===== src/rtl/pulse_to_level_stretcher.sv =====
`default_nettype none
// ============================================================================
// pulse_to_level_stretcher: edge-qualified pulses -> timed or toggled level
// Revision: 1.0
// ============================================================================
module pulse_to_level_stretcher #(
  parameter int CNT_WIDTH = 8
) (
  input  logic                 clk_i,
  input  logic                 rst_i,
  input  logic                 pulse_i,
  input  logic                 mode_i,
  input  logic                 retrigger_i,
  input  logic [CNT_WIDTH-1:0] hold_cycles_i,
  output logic                 level_o,
  output logic [CNT_WIDTH-1:0] remaining_o,
  output logic                 done_o,
  output logic                 overrun_o
);

  localparam logic [1:0] S_IDLE    = 2'd0;
  localparam logic [1:0] S_STRETCH = 2'd1;
  localparam logic [1:0] S_TOGGLED = 2'd2;

  logic [1:0]           state_q, state_d;
  logic                 pulse_q;
  logic [CNT_WIDTH-1:0] cnt_q, cnt_d;
  logic                 level_q, level_d;
  logic                 done_q, done_d;
  logic                 overrun_q, overrun_d;

  logic                 w_event;
  logic [CNT_WIDTH-1:0] w_load;

  assign w_event = pulse_i & ~pulse_q;
  // A zero hold length behaves as a one-cycle hold.
  assign w_load  = (hold_cycles_i == '0) ? '0 : hold_cycles_i - CNT_WIDTH'(1);

  always_comb begin
    state_d   = state_q;
    cnt_d     = cnt_q;
    level_d   = level_q;
    done_d    = 1'b0;
    overrun_d = 1'b0;
    case (state_q)
      S_IDLE: begin
        if (w_event) begin
          level_d = 1'b1;
          if (mode_i) begin
            state_d = S_TOGGLED;
            cnt_d   = '0;
          end else begin
            state_d = S_STRETCH;
            cnt_d   = w_load;
          end
        end
      end
      S_STRETCH: begin
        if (w_event && retrigger_i) begin
          cnt_d = w_load;
        end else begin
          // An ignored event flags overrun but never disturbs the countdown.
          overrun_d = w_event;
          if (cnt_q != '0) begin
            cnt_d = cnt_q - CNT_WIDTH'(1);
          end else begin
            state_d = S_IDLE;
            level_d = 1'b0;
            done_d  = 1'b1;
          end
        end
      end
      S_TOGGLED: begin
        if (w_event) begin
          state_d = S_IDLE;
          level_d = 1'b0;
          done_d  = 1'b1;
        end
      end
      default: begin
        state_d = S_IDLE;
        cnt_d   = '0;
        level_d = 1'b0;
      end
    endcase
  end

  always_ff @(posedge clk_i) begin
    if (rst_i) begin
      state_q   <= S_IDLE;
      pulse_q   <= 1'b0;
      cnt_q     <= '0;
      level_q   <= 1'b0;
      done_q    <= 1'b0;
      overrun_q <= 1'b0;
    end else begin
      state_q   <= state_d;
      pulse_q   <= pulse_i;
      cnt_q     <= cnt_d;
      level_q   <= level_d;
      done_q    <= done_d;
      overrun_q <= overrun_d;
    end
  end

  assign level_o     = level_q;
  assign remaining_o = cnt_q;
  assign done_o      = done_q;
  assign overrun_o   = overrun_q;

endmodule
`default_nettype wire

===== config.mk =====
export PLATFORM = sky130hd
export DESIGN_NAME = pulse_to_level_stretcher
export DESIGN_NICKNAME = d
export VERILOG_FILES = /design/src/rtl/pulse_to_level_stretcher.sv
export SDC_FILE = /design/constraint.sdc
export NUM_CORES = 1
export LEC_CHECK = 0
export CAP_MARGIN = 15
export CORE_MARGIN = 5
export CORE_UTILIZATION = 25
export CTS_CLUSTER_DIAMETER = 50
export DETAILED_ROUTE_END_ITERATION = 8
export HOLD_SLACK_MARGIN = 0.02
export MAX_ROUTING_LAYER = met4
export PLACE_DENSITY = 0.43
export SLEW_MARGIN = 30
export SYNTH_ARGS = -nofsm -noshare
export SYNTH_HDL_FRONTEND = slang
export SYNTH_SLANG_ARGS = --single-unit

===== constraint.sdc =====
create_clock -name clk_i -period 4.65 [get_ports clk_i]
set_clock_uncertainty 0.15 [all_clocks]
set_input_delay 0.6975 -clock clk_i [delete_from_list [all_inputs] [get_ports clk_i]]
set_output_delay 0.6975 -clock clk_i [all_outputs]
set_load 0.02 [all_outputs]

### Word-level counts from Yosys, hierarchy flattened

Index checks and enable logic that the tools add are counted.
W data, S select, Z words.

* add/sub/neg operators: 2
* multiply operators: 0
* div/mod/pow operators: 0
* magnitude comparators: 0
* eq/ne operators: 7
* shifts and indexed selects: 0
* muxes and demuxes: 21
* bitwise gates (word level): 4
* reductions and logical operators: 7

Operator list (number)
* $mux W8: 5
* $pmux W8 S3: 1
* $sub A8 B1 Y8 const B: 2
* $mux W2: 5
* $logic_not A8 Y1: 1
* $ne A2 B2 Y1 const B: 4
* $reduce_bool A8 Y1: 1
* $mux W1: 7
* $pmux W2 S3: 1
* $reduce_and A4 Y1: 1
* $ne A3 B3 Y1 const B: 1
* $not A1 Y1: 3
* $pmux W1 S3: 1
* $reduce_and A3 Y1: 1
* $reduce_or A3 Y1: 1
* $eq A2 B1 Y1 const B: 1
* $eq A2 B2 Y1 const B: 1
* $logic_not A2 Y1: 1
* $pmux W1 S2: 1
* $and A1 B1 Y1: 1
* $logic_and A1 B1 Y1: 1

* bits in registers: 14
* latch bits: 0
* memory bits (writable): 0
* memory bits (read-only): 0
* input port bits: 13
* word-level logic and storage cells: 47
* memories kept: 0

### Longest topological paths before layout

Gate-level depths: netlist of run 1.

* word-level depth: 5
* gate-level depth with buffers: 9

### Worst setup path after synthesis of run 1

Ideal clock, no wire load.

* path kind: input port to flip-flop
* start point: input hold_cycles_i[0]
* end point: register cnt_q[6] (netlist: remaining_o[6])
* arrival: 1.743 ns
* data required time: 4.377 ns
* path slack: 2.634 ns
* stages: 7
* buffers on the path: 0
* path through: inv_1 -> ha_1 -> nor4b_2 -> nor4_1 -> nand2b_1 -> a221oi_1 -> nor2_1

* word-level cells in the longest chain between the ends: 5
* elaborated cells on any way between the ends: 7
* classes of those cells: 1 x add/sub; 5 x mux; 1 x reduce/logical

Ends and longest elaborated chain
* from (decl): line 14 `input logic [CNT_WIDTH-1:0] hold_cycles_i,`
* $sub A8 B1 Y8 or $logic_not A8 Y1 (tied branches): line 37 `assign w_load = (hold_cycles_i == '0) ? '0 : hold_cycles_i - CNT_WIDTH'(1);`
* $mux W8 (*): line 37
* $mux W8: line 49 `if (mode_i) begin`
* $mux W8: line 47 `if (w_event) begin`
* $pmux W8 S3 (*): line 45 `case (state_q)`
* to (signal assigned): line 99 `cnt_q <= cnt_d;`
* to (decl): line 27 `logic [CNT_WIDTH-1:0] cnt_q, cnt_d;`

Every way passes the cells marked *; elsewhere a longest branch is shown, timed or not. The select of a mux whose other input is x is not followed.
A chain may end at the register's enable or synchronous reset.

### Worst setup path after layout of run 1

Same ends and word-level chain as after synthesis.

==> results of run 1 <==
[placed cells by master, fill, tap and decap left out, drive strengths merged]
master         count
nor2b              3
a21oi              8
nor4b              3
a221oi             2
mux2i              4
a211oi             2
a21o               3
ha                 7
nand3              1
nor4               4
nand2b             6
mux2               1
a31oi              1
and3               1
clkbuf             4
dfxtp             14
nor2              13
o221a              1
nand3b             2
o22ai              7
xor2               1
nand4              1
o21ai              1
nor3               6
and3b              1
a22o               5
xnor2              6
inv                8
or3                2
a41oi              1
a31o               1
clkdlybuf4s50     23
nand2              7
[power groups by stage]
stage	Sequential (mW)	Clock [mW]	Combinational, mW
global placement	0.149	0	0.190
floorplan	0.155	0	0.124
finish	0.146	0.119	0.190
global route	0.148	0.129	0.211
CTS	0.146	0.123	0.191
detailed placement	0.149	0	0.190
[cell type report]
cell class | count | area share (%)
repair buffers | 23 | 16.46
inverters | 8 | 2.147
flip-flops and latches | 14 | 20.04
well taps | 50 | 4.472
multi-input cells | 101 | 52.95
clock buffers | 4 | 3.936
[synthesized netlist by cell type (2+ instances only)]
master,instances
nor2_1,13
nor4_1,4
nand2_1,7
clkbuf_1,2
a22o_1,5
xnor2_1,6
nor3_2,2
a221oi_1,2
dfxtp_1,14
a21oi_1,7
o22ai_1,7
nor3_1,4
mux2i_1,4
nand2b_1,6
nor2b_1,3
inv_1,7
a21o_1,3
ha_1,7
nand3b_1,2
[logic make-up after synthesis]
kind of cell | after synthesis
and+or+nand+nor | 50
muxes | 5
AOI/OAI and AO/OA | 32
buffers and inverters | 11
xor gates and xnor gates | 7
DFF | 14
adders and majority gates | 7
[through the flow]
step | utilization (%) | total power, mW
2_1_floorplan | - | 0.2792
3_3_place_gp | 32.88 | 0.3387
3_5_place_dp | 32.88 | 0.3388
4_1_cts | 34.23 | 0.4604
5_1_grt | 34.23 | 0.4884
6_report | 34.23 | 0.4552
[registers in the layout, indices dropped and copies added (netlist names)]
register,flops
overrun_o,1
remaining_o,8
pulse_q,1
level_o,1
done_o,1
state_q,2
[path summary, 6_finish.rpt]
check	from	end
max	hold_cycles_i[0]	remaining_o[6]
min	level_o	level_o
max reg2reg	state_q[0]	remaining_o[2]
min reg2reg	level_o	level_o
[per-layer routing]
| metal | up-vias | GRT usage [%] |
|---|---|---|
| li1 | 514 | - |
| met1 | 465 | 16.08 |
| met2 | 28 | 17.45 |
| met3 | 4 | 1.583 |
| met4 | 0 | 3.495 |
| met5 | - | - |
[worst reg2reg max path, delay by kind of cell, from the launching register on]
family	cells	cell delay, ns
flip-flops	1	0.37
AO/OA/AOI/OAI	4	1.07
adder cells (fa/ha/maj)	1	0.29
buffers and inverters	1	0.08
==> impl_metrics.tcl, run 1 <==
set metrics [dict create \
    outcome "completed" \
    diodes 0 \
    fin_nets 171 \
    seqPwrFrac_pct 32.1 \
    path_cells "clkdlybuf4s50_1 > inv_1 > ha_1 > nor4b_2 > nor4_1 > nand2b_1 > a221oi_1 > nor2_1" \
    fin_cells 200 \
    r2r_cells 6 \
    fmax_mhz 404.1 \
    hold_viol_final 0 \
    clock-sinks 14 \
    crit_family "simple AND/OR/NAND/NOR gates" \
    row_count 23 \
    synth_cell_types 40 \
    seqCellArea_um2 280.3 \
    synth-simple-area-share_pct 28.89 \
    maxUsedRoutingLayer "met4" \
    yosysTopAreaCell "dfxtp_1" \
    grt_use_total_pct 11.59 \
    dp.cells 196 \
    fin_crit_ns 2.475 \
    die_x_um 75.42 \
    yosys_warnings 0 \
    synthesis.nets 146 \
    hp-class "reg2reg" \
    overflow 0 \
    switching_power_mw 0.1605 \
    initial_core_util_pct 26.18 \
    cts_buffers 3 \
    criticalPathCategory "in2reg" \
    seq_area_frac_synth_pct 26.20 \
    route.met3.wl_um 141 \
    post-place-ws_ns 1.903 \
    worst_slew_pin_slew_ns 0.4574 \
    r2r_setup_slack_ns 2.56 \
    crit_buf_inv 2 \
    min_period_over_period_pct 53.22 \
    cts_tree "built" \
    cts_max_level 1 \
    avgRoutedWirePerCell_um 15.04 \
    fillers 431 \
    worst_slack_ns 2.175 \
    die_h_um 75.42 \
    wl_met2_mm 1.339 \
    cts.clk_slew.worst_paths_ns 0.06 \
    power.share.clock_pct 26.2 \
    syn_area_per_cell_um2 8.490 \
    path_max_fanout 4 \
    drtIter0Drc 38 \
    async_flop_share_pct 0 \
    post_dp_cell_area_mm2 0.001344 \
    via_count 1011 \
    maxCapViolCount 0 \
    crit_cells 8 \
    whs_ns 0.3483 \
    synth_top_area_share_pct 26.20 \
    cp.required_ns 4.62 \
    dp_hpwl_mm 2.396 \
    startpoint_type "input pin" \
    synthCells 126 \
    combPwrFrac_pct 41.7 \
    portBuffers 23 \
    powerDensity_mw_per_mm2 325.4 \
    crit_path_end_kind "flop" \
    antenna_found_initial 0 \
    first_pass_iters 4 \
    relSlewSlack_pct 69.41 \
    area_growth_pct 30.76 \
    critPathArrivalTime_ns 2.45 \
    multi_input_area_um2 740.7 \
    synth_top_family_by_area "simple AND/OR/NAND/NOR gates" \
    syn_area_mm2 0.001070 \
    cts_setup_buffers 0 \
    grt_pass1_vias 971 \
    internal_power_mw 0.2947 \
    slowest_delay_ns 0.46 \
    grt_pass1_wl_mm 4.871 \
    drcViolationCount 0 \
    drt-total-wl_mm 3.007 \
    synth_edf_count 0 \
    ys_seq_elements 14 \
    grt_max_degree 12 \
    synth-compound-area-share_pct 21.64 \
    ios 24 \
    maxSlewViolCount 0 \
    synthMuxAreaShare_pct 4.795 \
    wl_met1_mm 1.499 \
    synth-xor-area-share_pct 5.731 \
    ir_drop_mv 0.08115 \
    fin_tns_setup_ns 0 \
    switching_share_pct 35.26 \
    coreArea_mm2 0.004086 \
    ys_top_cells_by_area "dfxtp_1 (26%), ha_1 (8.2%), xnor2_1 (4.9%)" \
    holdPathStages 2 \
    ant_nets 0 \
    cts_hold_buf 0 \
    post_cts_resize_count 0 \
    rsz0062_at_grt "no" \
    place_congestion 0.8522 \
    p_leak_nw 0.5237 \
    clk_latency_ns 0.25 \
    die-area_mm2 0.005687 \
    cp_slowest_cell "clkdlybuf4s50_1" \
    fin_area_mm2 0.001399 \
    vias_per_cell 5.055 \
    yosys.area_share.adder_pct 8.187 \
    cts_root_buf "clkbuf_8" \
    layout-drive-gt1-share_pct 9.333 \
    clockBufferDepth 2 \
    ys.flop_type "dfxtp_1" \
    setup_viol 0 \
]
Power figures use the tool's default switching activity.
==> inputs of run 2 (changes only) <==
PLACE_DENSITY = 0.45   (was 0.43)
clock period = 2.2 ns   (was 4.65 ns; I/O delays follow)
==> run 2 against run 1 <==
Against the previous run: first-iteration DRC count shrank 13%; worst hold slack lost 0.0014 ns; count of clock-buffer cells in the layout is the same; die area is the same; critical path type unchanged; largest power group unchanged; highest routed layer unchanged.
==> impl_metrics.tcl, run 2 (same netlist as run 1, synthesis figures left out) <==
set metrics [dict create \
    outcome "completed" \
    clockBufferDepth 2 \
    maxSlewViolCount 0 \
    dp_hpwl_mm 2.546 \
    cts.clk_slew.worst_paths_ns 0.06 \
    vias_per_cell 5.111 \
    relSlewSlack_pct 73.52 \
    grt_use_met2_pct 19.08 \
    fin_nets 188 \
    portBuffers 23 \
    rsz0062_at_grt "no" \
    cts_tree "built" \
    fmax_mhz 494.8 \
    path_cells "clkdlybuf4s50_1 > inv_1 > ha_1 > nor4b_2 > nor4_1 > nand2b_1 > a221oi_1 > nor2_1" \
    critPathArrivalTime_ns 2.01 \
    grt_pass1_vias 1049 \
    use_met3_pct 3.166 \
    clk_latency_ns 0.25 \
    antenna_found_initial 0 \
    drt-total-wl_mm 3.078 \
    diodes 0 \
    cts_setup_buffers 0 \
    crit_family "simple AND/OR/NAND/NOR gates" \
    startpoint_type "input pin" \
    crit_path_end_kind "flop" \
    grt_util_met1_pct 14.60 \
    path_max_fanout 4 \
    dp.cells 213 \
    grt_use_total_pct 11.63 \
    grt_pass1_wl_mm 4.905 \
    drcViolationCount 0 \
    overflow 0 \
    fillers 449 \
    ir_drop_mv 0.3859 \
    die_h_um 75.42 \
    cp_slowest_cell "clkdlybuf4s50_1" \
    worst_slew_pin_slew_ns 0.3962 \
    grt_max_degree 11 \
    first_pass_iters 4 \
    clock-sinks 14 \
    powerDensity_mw_per_mm2 662.8 \
    largest_register_ffs 8 \
    avgRoutedWirePerCell_um 14.18 \
    final_common_cell "clkdlybuf4s50_1" \
    hold_viol_final 0 \
    crit_buf_inv 2 \
    cts_hold_buf 0 \
    fin_cells 217 \
    cts_max_level 1 \
    slowest_delay_ns 0.44 \
    via_count 1109 \
    initial_core_util_pct 26.18 \
    drtIter0Drc 33 \
    layout-drive-gt1-share_pct 18.56 \
    ios 24 \
    cts_buffers 3 \
    min_period_over_period_pct 91.87 \
    r2r_setup_slack_ns 0.28 \
    criticalPathCategory "in2reg" \
    p_total_mw 1.012 \
    coreArea_mm2 0.004086 \
    die_x_um 75.42 \
    cp.required_ns 2.18 \
    post_cts_resize_count 0 \
    busiest_layer "met2" \
    final_cell_mix "clkdlybuf4s50_1 (23), buf_4 (17), dfxtp_1 (14), nor2_1 (13)" \
    p_leak_nw 0.6071 \
    cts_root_buf "clkbuf_8" \
    post_dp_cell_area_mm2 0.001471 \
    ant_nets 0 \
    row_count 23 \
    area_growth_pct 42.69 \
    maxCapViolCount 0 \
    fin_area_mm2 0.001526 \
    setup_viol 0 \
    die-area_mm2 0.005687 \
    place_congestion 0.8551 \
    hp-class "reg2reg" \
    fin_crit_ns 2.021 \
]
run 2: stage by stage:
step                       TNS, ns  hold WS, ns  setup slack [ns]  utilization (%)
after CTS                        0       0.3599            0.1877            37.35
after global routing             0       0.3952           0.02418            37.35
final                            0       0.3469            0.1788            37.35
after floorplan                  0       0.2585            0.2502                -
after detailed placement   -0.1279       0.3386          -0.07626            36.01
after global placement    -0.03483       0.3377          -0.02563            36.01
run 2: final cells by class:
class	count	area [um^2]	area share (%)
inverter	8	30.03	1.967
clock buffer	4	55.05	3.607
timing repair buffer	40	357.8	23.44
sequential	14	280.3	18.36
multi-input combinational	101	740.7	48.52
tap	50	62.56	4.098
run 2: path summary, 6_finish.rpt:
| kind | cells after the start | to | from |
|---|---|---|---|
| max | 8 | remaining_o[6] | hold_cycles_i[1] |
| min | 2 | level_o | level_o |
| max reg2reg | 7 | remaining_o[1] | state_q[1] |
| min reg2reg | 2 | level_o | level_o |
run 2: report_power, final:
part	leakage (nW)	internal (mW)	switching [mW]
Sequential	0.114	0.278	0.0246
Combinational	0.464	0.221	0.228
Clock	0.0288	0.159	0.101
run 2: metal layers:
| layer | routed length [um] | vias to the layer above |
|---|---|---|
| met5 | 0 | - |
| met1 | 1416 | 513 |
| met4 | 16 | 0 |
| met2 | 1470 | 41 |
| met3 | 176 | 7 |
| li1 | - | 548 |
run 2: worst reg2reg max path: cells and delay by family (launching register included):
kind | cells | cell delay, ns
mux | 1 | 0.17
compound gates | 1 | 0.13
buf+inv | 3 | 0.38
flops | 1 | 0.31
simple gates | 1 | 0.32
fa+ha+maj | 1 | 0.39
==> patch: new RTL, settings of run 2 <==
`CNT_WIDTH`: 8 -> 12.
--- a/src/rtl/pulse_to_level_stretcher.sv
+++ b/src/rtl/pulse_to_level_stretcher.sv
@@ -6,3 +6,3 @@
 module pulse_to_level_stretcher #(
-  parameter int CNT_WIDTH = 8
+  parameter int CNT_WIDTH = 12
 ) (
Interface: changed (resized hold_cycles_i and remaining_o); port bits go from 24 to 32. No check against the original RTL was run, so the function may have changed too.
==> patch against run 2 <==
Final area rose by 30%; sequential share of layout area fell by 0.16 points; first-iteration DRC count rose to 2.9 times the old value; die area rose by 21%; cell count rose by 35%; wire length rose by 38%; sequential cell count rose by 4; power rose by 52%; sequential power rose by 37%; worst setup slack got worse by 0.056 ns; maximum frequency fell by 2.7%; area after synthesis rose by 24%; largest cell class unchanged; highest routed layer unchanged.
==> patch: results (changes against run 2) <==
- Leakage: 0.785 nW (was 0.607 nW)
- Share of layout cells above drive strength 1: 0.188 (was 0.186)
- Buffers on Ports: 31 (was 23)
- Adder-cell share of the synthesized area: 0.0471 (was 0.0819)
- Clock Pin Slew Worst Setup and Hold Paths: 0.08 ns (was 0.06 ns)
- First-pass GRT wire length: 7.27 mm (was 4.91 mm)
- Status: completed (unchanged)
- Drt pass-1 iters: 4 (unchanged)
- Clock power share: 0.183 (was 0.257)
- Syn Inst Count: 164 (was 126)
- Comb group: 0.842 mW (was 0.449 mW)
- Sequential cell area fraction in the yosys report: 0.271 (was 0.262)
- Synth top area cells: dfxtp_1 27%, ha_1 4.7%, nor2_1 4.5% (was dfxtp_1 26%, ha_1 8.2%, xnor2_1 4.9%)
- Ys flop type: dfxtp_1 (unchanged)
- Distinct cells, synth: 44 (was 40)
- Slowest CP cell: dfxtp_1 (was clkdlybuf4s50_1)
- Clock Power: 0.282 mW (was 0.260 mW)
- Synthesized cell area: 0.00133 mm^2 (was 0.00107 mm^2)
- Largest stage delay, worst path: 0.33 ns (was 0.44 ns)
- Startpoint of the worst register-to-register path: remaining_o[0]$_SDFFE_PP0P_ (was state_q[1]$_SDFFE_PP0P_)
- Crit Reg-Reg Endpoint: remaining_o[10]$_SDFFE_PP0P_ (was remaining_o[1]$_SDFFE_PP0P_)
- Crit path capture type: flip-flop (unchanged)
- Yosys warns: 0 (unchanged)
- Synth Area in Compound Gates: 0.238 (was 0.216)
- Routed WL per cell: 14.5 um (was 14.2 um)
- Hpwl dp: 3.40 mm (was 2.55 mm)
- # H-tree levels: 1 (unchanged)
- Worst skew pair latency: around 0.26 ns
- Routed wire length: 4.24 mm (was 3.08 mm)
- Post-Syn Nets: 186 (was 146)
- Worst R2R Setup Slack: 0.12 ns (was 0.28 ns)
- Main combinational cell family by area after synthesis: simple AND/OR/NAND/NOR gates (unchanged)
- Hold WC Path Type: flip-flop to flip-flop (unchanged)
- Largest register FFs: 12 (was 8)
- Cell Area, Placed: 0.00191 mm^2 (was 0.00147 mm^2)
- Least-Margin Pin Slew: 0.508 ns (was 0.396 ns)
- Crit path max-delay family: simple AND/OR/NAND/NOR gates (unchanged)
- Initial antenna violation count: 0 (unchanged)
- # nets final: 246 (was 188)
- Crit start category: flip-flop (was input port)
- Worst vdd ir: 0.271 mV (was 0.386 mV)
- NetSw: 0.605 mW (was 0.354 mW)
- Iter 0 DRT Violations: 97 (was 33)
- RD Place Congestion: 0.880 (was 0.855)
- XOR/XNOR Fraction of Synth Area: 0.0528 (was 0.0573)
- Via Count: 1486 (was 1109)
- Register-to-Register Path Depth: 8 (was 7)
- ANT cells: 0 (unchanged)
- Commonest cells post-synth: 18 x dfxtp_1, 16 x nor2_1, 14 x nand2_1 (was 14 x dfxtp_1, 13 x nor2_1)
- CTS Buf Count: 3 (unchanged)
- WP data arrival: 2.09 ns (was 2.01 ns)
- Largest net degree at the start of global routing: 12 (was 11)
- Cells after DPL: 288 (was 213)
- Multiplexer area fraction after synthesis: 0.0386 (was 0.0480)
- GR Util All Layers: 0.127 (was 0.116)
- Fillcell total: 559 (was 449)
## patch: cell types whose count changed in the layout (fill, tap and decap cells not counted), sizes merged, moves of 4 or more
cell	delta
a22o	-4
a32o	+5
buf	+11
clkdlybuf4s50	+8
dfxtp	+4
nand2	+8
o21ai	+9
o22ai	-5
o2bb2ai	+4
o32ai	+4
xor2	+4
## patch: timing repair
item / in CTS / in global routing
buffers inserted: 0 / 1
gates resized for setup: 0 / 1
endpoints found under the setup margin: 0 / 5
## patch: area by class of cell
type                            count  area, um^2  area share
Clock buffer                        4        55.1      0.0278
Inverter                           10        37.5      0.0190
Multi-Input combinational cell    132         918       0.464
Sequential cell                    18         360       0.182
Tap cell                           70        87.6      0.0442
Timing Repair Buffer               59         520       0.263
## patch: through the flow
step / utilization / setup slack, ns
finish: 0.385 / 0.123
floorplan: - / 0.120
global placement: 0.372 / 0.00472
detailed placement: 0.372 / -0.0144
global route: 0.385 / 0.0212
CTS: 0.383 / 0.0573
## patch: how the worst min path moves through the flow
stage | from | end | slack (ns) | cells after the start
finish | level_o$_SDFFE_PP0P_ | level_o$_SDFFE_PP0P_ | 0.35 | 2
global route | level_o$_SDFFE_PP0P_ | level_o$_SDFFE_PP0P_ | 0.41 | 2
CTS | level_o$_SDFFE_PP0P_ | level_o$_SDFFE_PP0P_ | 0.36 | 2
detailed placement | level_o$_SDFFE_PP0P_ | level_o$_SDFFE_PP0P_ | 0.34 | 2
global placement | level_o$_SDFFE_PP0P_ | level_o$_SDFFE_PP0P_ | 0.33 | 2
floorplan | retrigger_i | overrun_o$_SDFF_PP0_ | 0.26 | 1
## patch: routing by layer
metal,up-vias,part of all wire,GRT usage
li1,737,-,-
met1,696,0.48,0.161
met5,-,0,-
met3,8,0.043,0.0158
met2,45,0.46,0.205
met4,0,0.019,0.0505
